**src/rtl/uart_receiver.sv**
```systemverilog
// UART 8N1 receive stage: 2-flop synchroniser, mid-bit sampling FSM, LSB-first shift register.
// Emits a 1-cycle data_valid pulse per good frame and a 1-cycle frame_error pulse per bad stop bit.
module uart_receiver #(
    parameter int CLOCKS_PER_PULSE = 16
) (
    input  logic       clk,
    input  logic       rst,
    input  logic       rx,
    output logic [7:0] data_out,
    output logic       data_valid,
    output logic       frame_error,
    output logic       rx_busy
);

    typedef enum logic [2:0] {
        IDLE  = 3'd0,
        START = 3'd1,
        DATA  = 3'd2,
        STOP  = 3'd3,
        BREAK = 3'd4
    } state_t;

    localparam logic [15:0] HALF_LAST = 16'(CLOCKS_PER_PULSE / 2 - 1);
    localparam logic [15:0] FULL_LAST = 16'(CLOCKS_PER_PULSE - 1);

    state_t      state_r;
    state_t      state_next_s;
    logic        rx_meta_r;
    logic        rx_s;
    logic [15:0] clk_cnt_r;
    logic [2:0]  bit_cnt_r;
    logic [7:0]  shreg_r;
    logic        cnt_clr_s;
    logic        bit_clr_s;
    logic        shift_en_s;
    logic        load_out_s;
    logic        valid_next_s;
    logic        ferr_next_s;

    // Synchroniser for the asynchronous serial line; idles high out of reset.
    always_ff @(posedge clk) begin
        if (rst) begin
            rx_meta_r <= 1'b1;
            rx_s      <= 1'b1;
        end else begin
            rx_meta_r <= rx;
            rx_s      <= rx_meta_r;
        end
    end

    // Next-state and datapath control; the counter also restarts after every data-bit sample.
    always_comb begin
        state_next_s = state_r;
        cnt_clr_s    = 1'b0;
        bit_clr_s    = 1'b0;
        shift_en_s   = 1'b0;
        load_out_s   = 1'b0;
        valid_next_s = 1'b0;
        ferr_next_s  = 1'b0;
        case (state_r)
            IDLE: begin
                if (!rx_s) begin
                    state_next_s = START;
                    cnt_clr_s    = 1'b1;
                end else begin
                    state_next_s = IDLE;
                end
            end
            START: begin
                if (clk_cnt_r == HALF_LAST) begin
                    cnt_clr_s = 1'b1;
                    if (!rx_s) begin
                        state_next_s = DATA;
                        bit_clr_s    = 1'b1;
                    end else begin
                        state_next_s = IDLE;
                    end
                end else begin
                    state_next_s = START;
                end
            end
            DATA: begin
                if (clk_cnt_r == FULL_LAST) begin
                    cnt_clr_s  = 1'b1;
                    shift_en_s = 1'b1;
                    if (bit_cnt_r == 3'd7) begin
                        state_next_s = STOP;
                    end else begin
                        state_next_s = DATA;
                    end
                end else begin
                    state_next_s = DATA;
                end
            end
            STOP: begin
                if (clk_cnt_r == FULL_LAST) begin
                    cnt_clr_s = 1'b1;
                    if (rx_s) begin
                        load_out_s   = 1'b1;
                        valid_next_s = 1'b1;
                        state_next_s = IDLE;
                    end else begin
                        ferr_next_s  = 1'b1;
                        state_next_s = BREAK;
                    end
                end else begin
                    state_next_s = STOP;
                end
            end
            BREAK: begin
                if (rx_s) begin
                    state_next_s = IDLE;
                    cnt_clr_s    = 1'b1;
                end else begin
                    state_next_s = BREAK;
                end
            end
            default: begin
                state_next_s = IDLE;
                cnt_clr_s    = 1'b1;
            end
        endcase
    end

    // State, counters, shift register and registered outputs.
    always_ff @(posedge clk) begin
        if (rst) begin
            state_r     <= IDLE;
            clk_cnt_r   <= 16'd0;
            bit_cnt_r   <= 3'd0;
            shreg_r     <= 8'd0;
            data_out    <= 8'd0;
            data_valid  <= 1'b0;
            frame_error <= 1'b0;
            rx_busy     <= 1'b0;
        end else begin
            state_r <= state_next_s;
            if (cnt_clr_s) begin
                clk_cnt_r <= 16'd0;
            end else begin
                clk_cnt_r <= clk_cnt_r + 16'd1;
            end
            if (bit_clr_s) begin
                bit_cnt_r <= 3'd0;
            end else if (shift_en_s) begin
                bit_cnt_r <= bit_cnt_r + 3'd1;
            end else begin
                bit_cnt_r <= bit_cnt_r;
            end
            if (shift_en_s) begin
                shreg_r <= {rx_s, shreg_r[7:1]};
            end else begin
                shreg_r <= shreg_r;
            end
            if (load_out_s) begin
                data_out <= shreg_r;
            end else begin
                data_out <= data_out;
            end
            data_valid  <= valid_next_s;
            frame_error <= ferr_next_s;
            rx_busy     <= (state_next_s != IDLE);
        end
    end

endmodule
```
**config.mk**
```make
export PLATFORM = sky130hd
export DESIGN_NAME = uart_receiver
export DESIGN_NICKNAME = d
export VERILOG_FILES = /design/src/rtl/uart_receiver.sv
export SDC_FILE = /design/constraint.sdc
export NUM_CORES = 1
export LEC_CHECK = 0
export BUFFER_PORTS_ARGS = -buffer_cell sky130_fd_sc_hd__buf_2
export CAP_MARGIN = 30
export CELL_PAD_IN_SITES_DETAIL_PLACEMENT = 0
export CELL_PAD_IN_SITES_GLOBAL_PLACEMENT = 1
export CORE_MARGIN = 5
export CORE_UTILIZATION = 45
export DETAILED_ROUTE_END_ITERATION = 12
export PLACE_DENSITY = 0.78
export SETUP_SLACK_MARGIN = 0.1
export SYNTH_ARGS = -nofsm -noshare
export SYNTH_HDL_FRONTEND = slang
export SYNTH_SLANG_ARGS = --single-unit
```
**constraint.sdc**
```tcl
create_clock -name clk -period 2.9 [get_ports clk]
set_clock_uncertainty 0.1 [all_clocks]
set_input_delay 0.58 -clock clk [delete_from_list [all_inputs] [get_ports clk]]
set_output_delay 0.58 -clock clk [all_outputs]
set_load 0.02 [all_outputs]
```
; ---- Word-level counts from Yosys, hierarchy flattened
; Index checks and enable logic that the tools add are counted.
[op_classes]
n_eq_ne = 7
add_sub_neg = 2
n_mux = 18
reduce_logical = 6
n_bitwise = 2
[op_table]
columns = cell, n
row1 = $add 16x1->16 const B, 1
row2 = $eq 16x3->1 const B, 1
row3 = $eq 16x4->1 const B, 1
row4 = $pmux 3 s5, 1
row5 = $mux 3, 4
row6 = $mux 1, 11
row7 = $eq 3x2->1 const B, 2
row8 = $eq 3x3->1 const B, 2
row9 = $reduce_or 2->1, 3
row10 = $pmux 1 s4, 1
row11 = $add 3x1->3 const B, 1
row12 = $eq 3x1->1 const B, 1
row13 = $logic_not 3->1, 1
row14 = $reduce_bool 3->1, 1
row15 = $reduce_or 3->1, 1
row16 = $mux 2, 1
row17 = $not 1->1, 2
[totals]
in_bits = 3
elab_cells = 45
reg_bits = 43

; ---- Logic depth before layout (Yosys ltp)
[logic_depth]
word_depth = 5
ltp_mapped = 7

; ---- Worst setup path before layout
; No wires, ideal clock.
[synth_timing]
kind = register to register
from = register clk_cnt_r[8]
to = register rx_busy
t_required_ns = 2.673
path_buffers = 0
stages_incl_launch_ff = 6
synth_period_minus_slack_ns = 2.224
setup_time_ns = 0.127
t_arrival_ns = 1.997
path_slack_ns = 0.676
cell_sequence = dfxtp_1 -> or4_4 -> nor4_4 -> a2111oi_1 -> a311o_1 -> or3_1
[synth_via]
elab_chain_cells = 4
word_cells_on_any_way = 7
classes_between = eq/ne (2) / mux (4) / reduce/logical (1)
[synth_lines]
columns = item, line_no
row1 = from (decl), 30  ; logic [15:0] clk_cnt_r;
row2 = from (signal assigned), 141  ; clk_cnt_r <= clk_cnt_r + 16'd1;
row3 = $eq 16x4->1 / $eq 16x3->1 (equally long branches), "83, 96, 70"
row4 = "$mux 3, on equally long branches", "96, 70, 83"
row5 = $pmux 3 s5 (*), 60  ; case (state_r)
row6 = $reduce_bool 3->1 (*), 162  ; rx_busy <= (state_next_s != IDLE);
row7 = to (signal assigned), 162
row8 = to (decl), 12  ; output logic rx_busy
; Every way passes the cells marked *; elsewhere a longest branch is shown, timed or not.
; A chain may end at the register's enable or synchronous reset.

; ---- Final worst setup path
; Same ends and word-level chain as after synthesis.

==> flow_summary_export.csv <==
group,metric,value,unit
final_layout,multi_input_area,850,um2
synthesis,yosys_warnings,0,
die,die_x,72.7,um
final_layout,drive_gt1_share,16.5,%
global_routing,track_usage,12.3,%
final_layout,final_cells,242,
timing,finalSetupTns,0,ps
die,rows,22,
timing,period_minus_slack,2380,ps
route,vias,1244,
route,drt_iter0_drc,88,
synthesis,yosysUniqueCellTypes,36,
route,wire_per_inst,12.6,um
clock_tree,cts_setup_buffers,0,
worst_setup_path,cp.arrival,2460,ps
hold_path,hold_path_class,"reg2reg",
job,maxCapViolations,0,
clock_tree,worstSkewPairLatency,290,ps
status,status,"complete, no violations",
die,ioPinCount,14,
clock_tree,holdBufCountCts,0,
final_layout,ff_latch_area,861,um2
power,p_per_area,515,nW/um2
die,die_h,72.7,um
worst_setup_path,path_class,"reg2reg",
final_layout,syn2layout_area_growth,9.67,%
clock_tree,cts_max_path_buffers,2,
clock_tree,path_clk_slew,80,ps
timing,max_freq,0.420,GHz
timing,finalCritPeriodShare,82.0,%
global_routing,grt_pass1_vias,1166,
global_routing,gr-total-overflow,0,
route,drt-pass1-iter-count,4,
power,vdd_ir_drop_max,0.398,mV
worst_setup_path,rr_startpoint,"clk_cnt_r[8]",
timing,rsz0062_at_grt,"no",
power,p_leak,0.819,nW
timing,whs,316,ps
clock_tree,numCtsBuffers,5,
clock_tree,post_cts_resized,0,
global_routing,antenna_found_initial,0,
synthesis,synth-edff-count,0,
global_routing,grt_first_pass_wirelength,5240,um
clock_tree,cts_root_buffer,"clkbuf_8",
worst_setup_path,cp-end-kind,"register",
placed_design,gp_congestion,0.790,
timing,maxSlewViolCount,0,
timing,relSlewSlack,61.8,%
hold_path,worst_hold_startpoint,"rx_meta_r",
worst_setup_path,worst_ep_required_time,2980,ps
die,core_area,3740,um2
clock_tree,cts.htree.levels,2,
synthesis,synth_nets,185,
timing,setup_viol,0,
final_layout,num-nets-final,199,
worst_setup_path,worstPathMaxFanout,6,
placed_design,hpwl,2160,um
timing,worst_pin_slew,571,ps
die,initial_utilization,47.3,%
clock_tree,cts_tree,"built",
route,wl,3060,um
power,p_total,1.00,mW
route,drc,0,
die,fp.dieArea,5290,um2
synthesis,synthCells,179,
synthesis,dominantRegCellSynth,"dfxtp_1",
timing,hold_viol,0,
synthesis,synth_area_leader_cell,"dfxtp_1",
synthesis,synth_top_area_share,48.6,%
synthesis,synthesis.area,1770,um2
route,vias_per_cell,5.14,
synthesis,synth_area_leaders,"dfxtp_1 (49%), mux2i_1 (10%), nor2_1 (8.9%), xor2_1 (4.4%), xnor2_1 (3.5%)",
global_routing,grt_start_max_net_pins,28,
synthesis,ys_seq_elements,43,
worst_setup_path,cp-start-kind,"register",
final_layout,fillers,371,
synthesis,seq_area_frac_synth,48.6,%
synthesis,synth_area_per_cell,9.90,um2
route,postRouteAntennaNets,0,
placed_design,port_buffers,13,
worst_setup_path,cp-startpoint,"clk_cnt_r[8]",
placed_design,dp_cells,234,
clock_tree,clock_sinks,43,
final_layout,antenna_cells,0,
synthesis,synthArstFlopShare,0,%
-- path summary, 6_finish.rpt --
path,to,slack [ps],cells past startpoint
min,rx_s,320,1
max,rx_busy,520,5
min reg2reg,rx_s,320,1
max reg2reg,rx_busy,520,5
-- report_power, final --
| part | total [mW] | switching [mW] | internal [mW] | leakage, nW |
|---|---|---|---|---|
| Sequential | 0.602 | 0.00577 | 0.596 | 0.348 |
| Clock | 0.372 | 0.204 | 0.168 | 0.0402 |
| Combinational | 0.0278 | 0.0175 | 0.0103 | 0.432 |
-- worst max-delay path: stages (launching register included) --
cell and delay (ps):
dfxtp_1 370, or4_4 580, nor4_4 440, a2111oi_1 140
a311o_1 310, or3_1 340
-- cells in the final DEF, fill, tap and decap left out, drive strengths merged, types with 2 or more instances in the layout --
cell type,instances
nand4,3
nand3,7
and2,2
xnor2,7
ha,3
clkinvlp,2
nand2,6
xor2,9
o21ai,2
nor4,2
or4,3
a2111oi,2
inv,3
nor3,4
and3b,2
dfxtp,43
clkbuf,5
mux2i,18
nor2,42
buf,14
or2,3
-- cells by family after synthesis --
| logic type | after synthesis | synth area share, % |
|---|---|---|
| and+or+nand+nor | 81 | 24.2 |
| DFF | 43 | 48.6 |
| AOI/OAI and AO/OA | 8 | 3.53 |
| buffers and inverters | 10 | 3.46 |
| muxes | 18 | 10.2 |
| adders and majority gates | 3 | 2.12 |
| xor gates and xnor gates | 16 | 7.91 |
-- Yosys cell counts, drive strengths merged (2+ instances only) --
cell type and instances:
dfxtp 43, xor2 9, nand2 6, inv 3
nor4 2, a2111oi 2, mux2i 18, or2 3
o21ai 2, nor2 42, or4 3, and2 2
and3b 2, xnor2 7, ha 3, buf 5
nand3 7, nand4 3, clkbuf 2, nor3 4
-- per-stage QoR --
| stage | cell area, um2 | util (%) | worst slack (ps) |
|---|---|---|---|
| 4_1_cts | 1940 | 51.9 | 528 |
| 5_1_grt | 1940 | 51.9 | 400 |
| 3_3_place_gp | 1850 | 49.5 | 576 |
| 6_report | 1940 | 51.9 | 521 |
| 2_1_floorplan | 1770 | - | 676 |
| 3_5_place_dp | 1850 | 49.5 | 538 |
-- flip-flops by register name (all words and copies together) (netlist names) --
name / flops
bit_cnt_r: 3
shreg_r: 8
data_valid: 1
rx_s: 1
frame_error: 1
rx_busy: 1
clk_cnt_r: 16
rx_meta_r: 1
state_r: 3
data_out: 8
-- per-layer routing --
metal / share of wire, % / wire [um] / GRT usage [%] / vias up
li1: - / - / - / 631
met1: 50 / 1540 / 16.2 / 585
met2: 44 / 1350 / 18.4 / 22
met3: 3.8 / 117 / 4.27 / 6
met4: 1.4 / 44 / 4.92 / 0
met5: 0 / 0 / 0 / -
-- area by class of cell --
class,count,share of cell area (%)
sequential,43,44.3
multi-input combinational,126,43.7
timing repair buffer,14,3.73
clock buffer,5,3.54
tap,48,3.09
clock inverter,3,1.03
inverter,3,0.580
(Power assumes the default switching activity.)
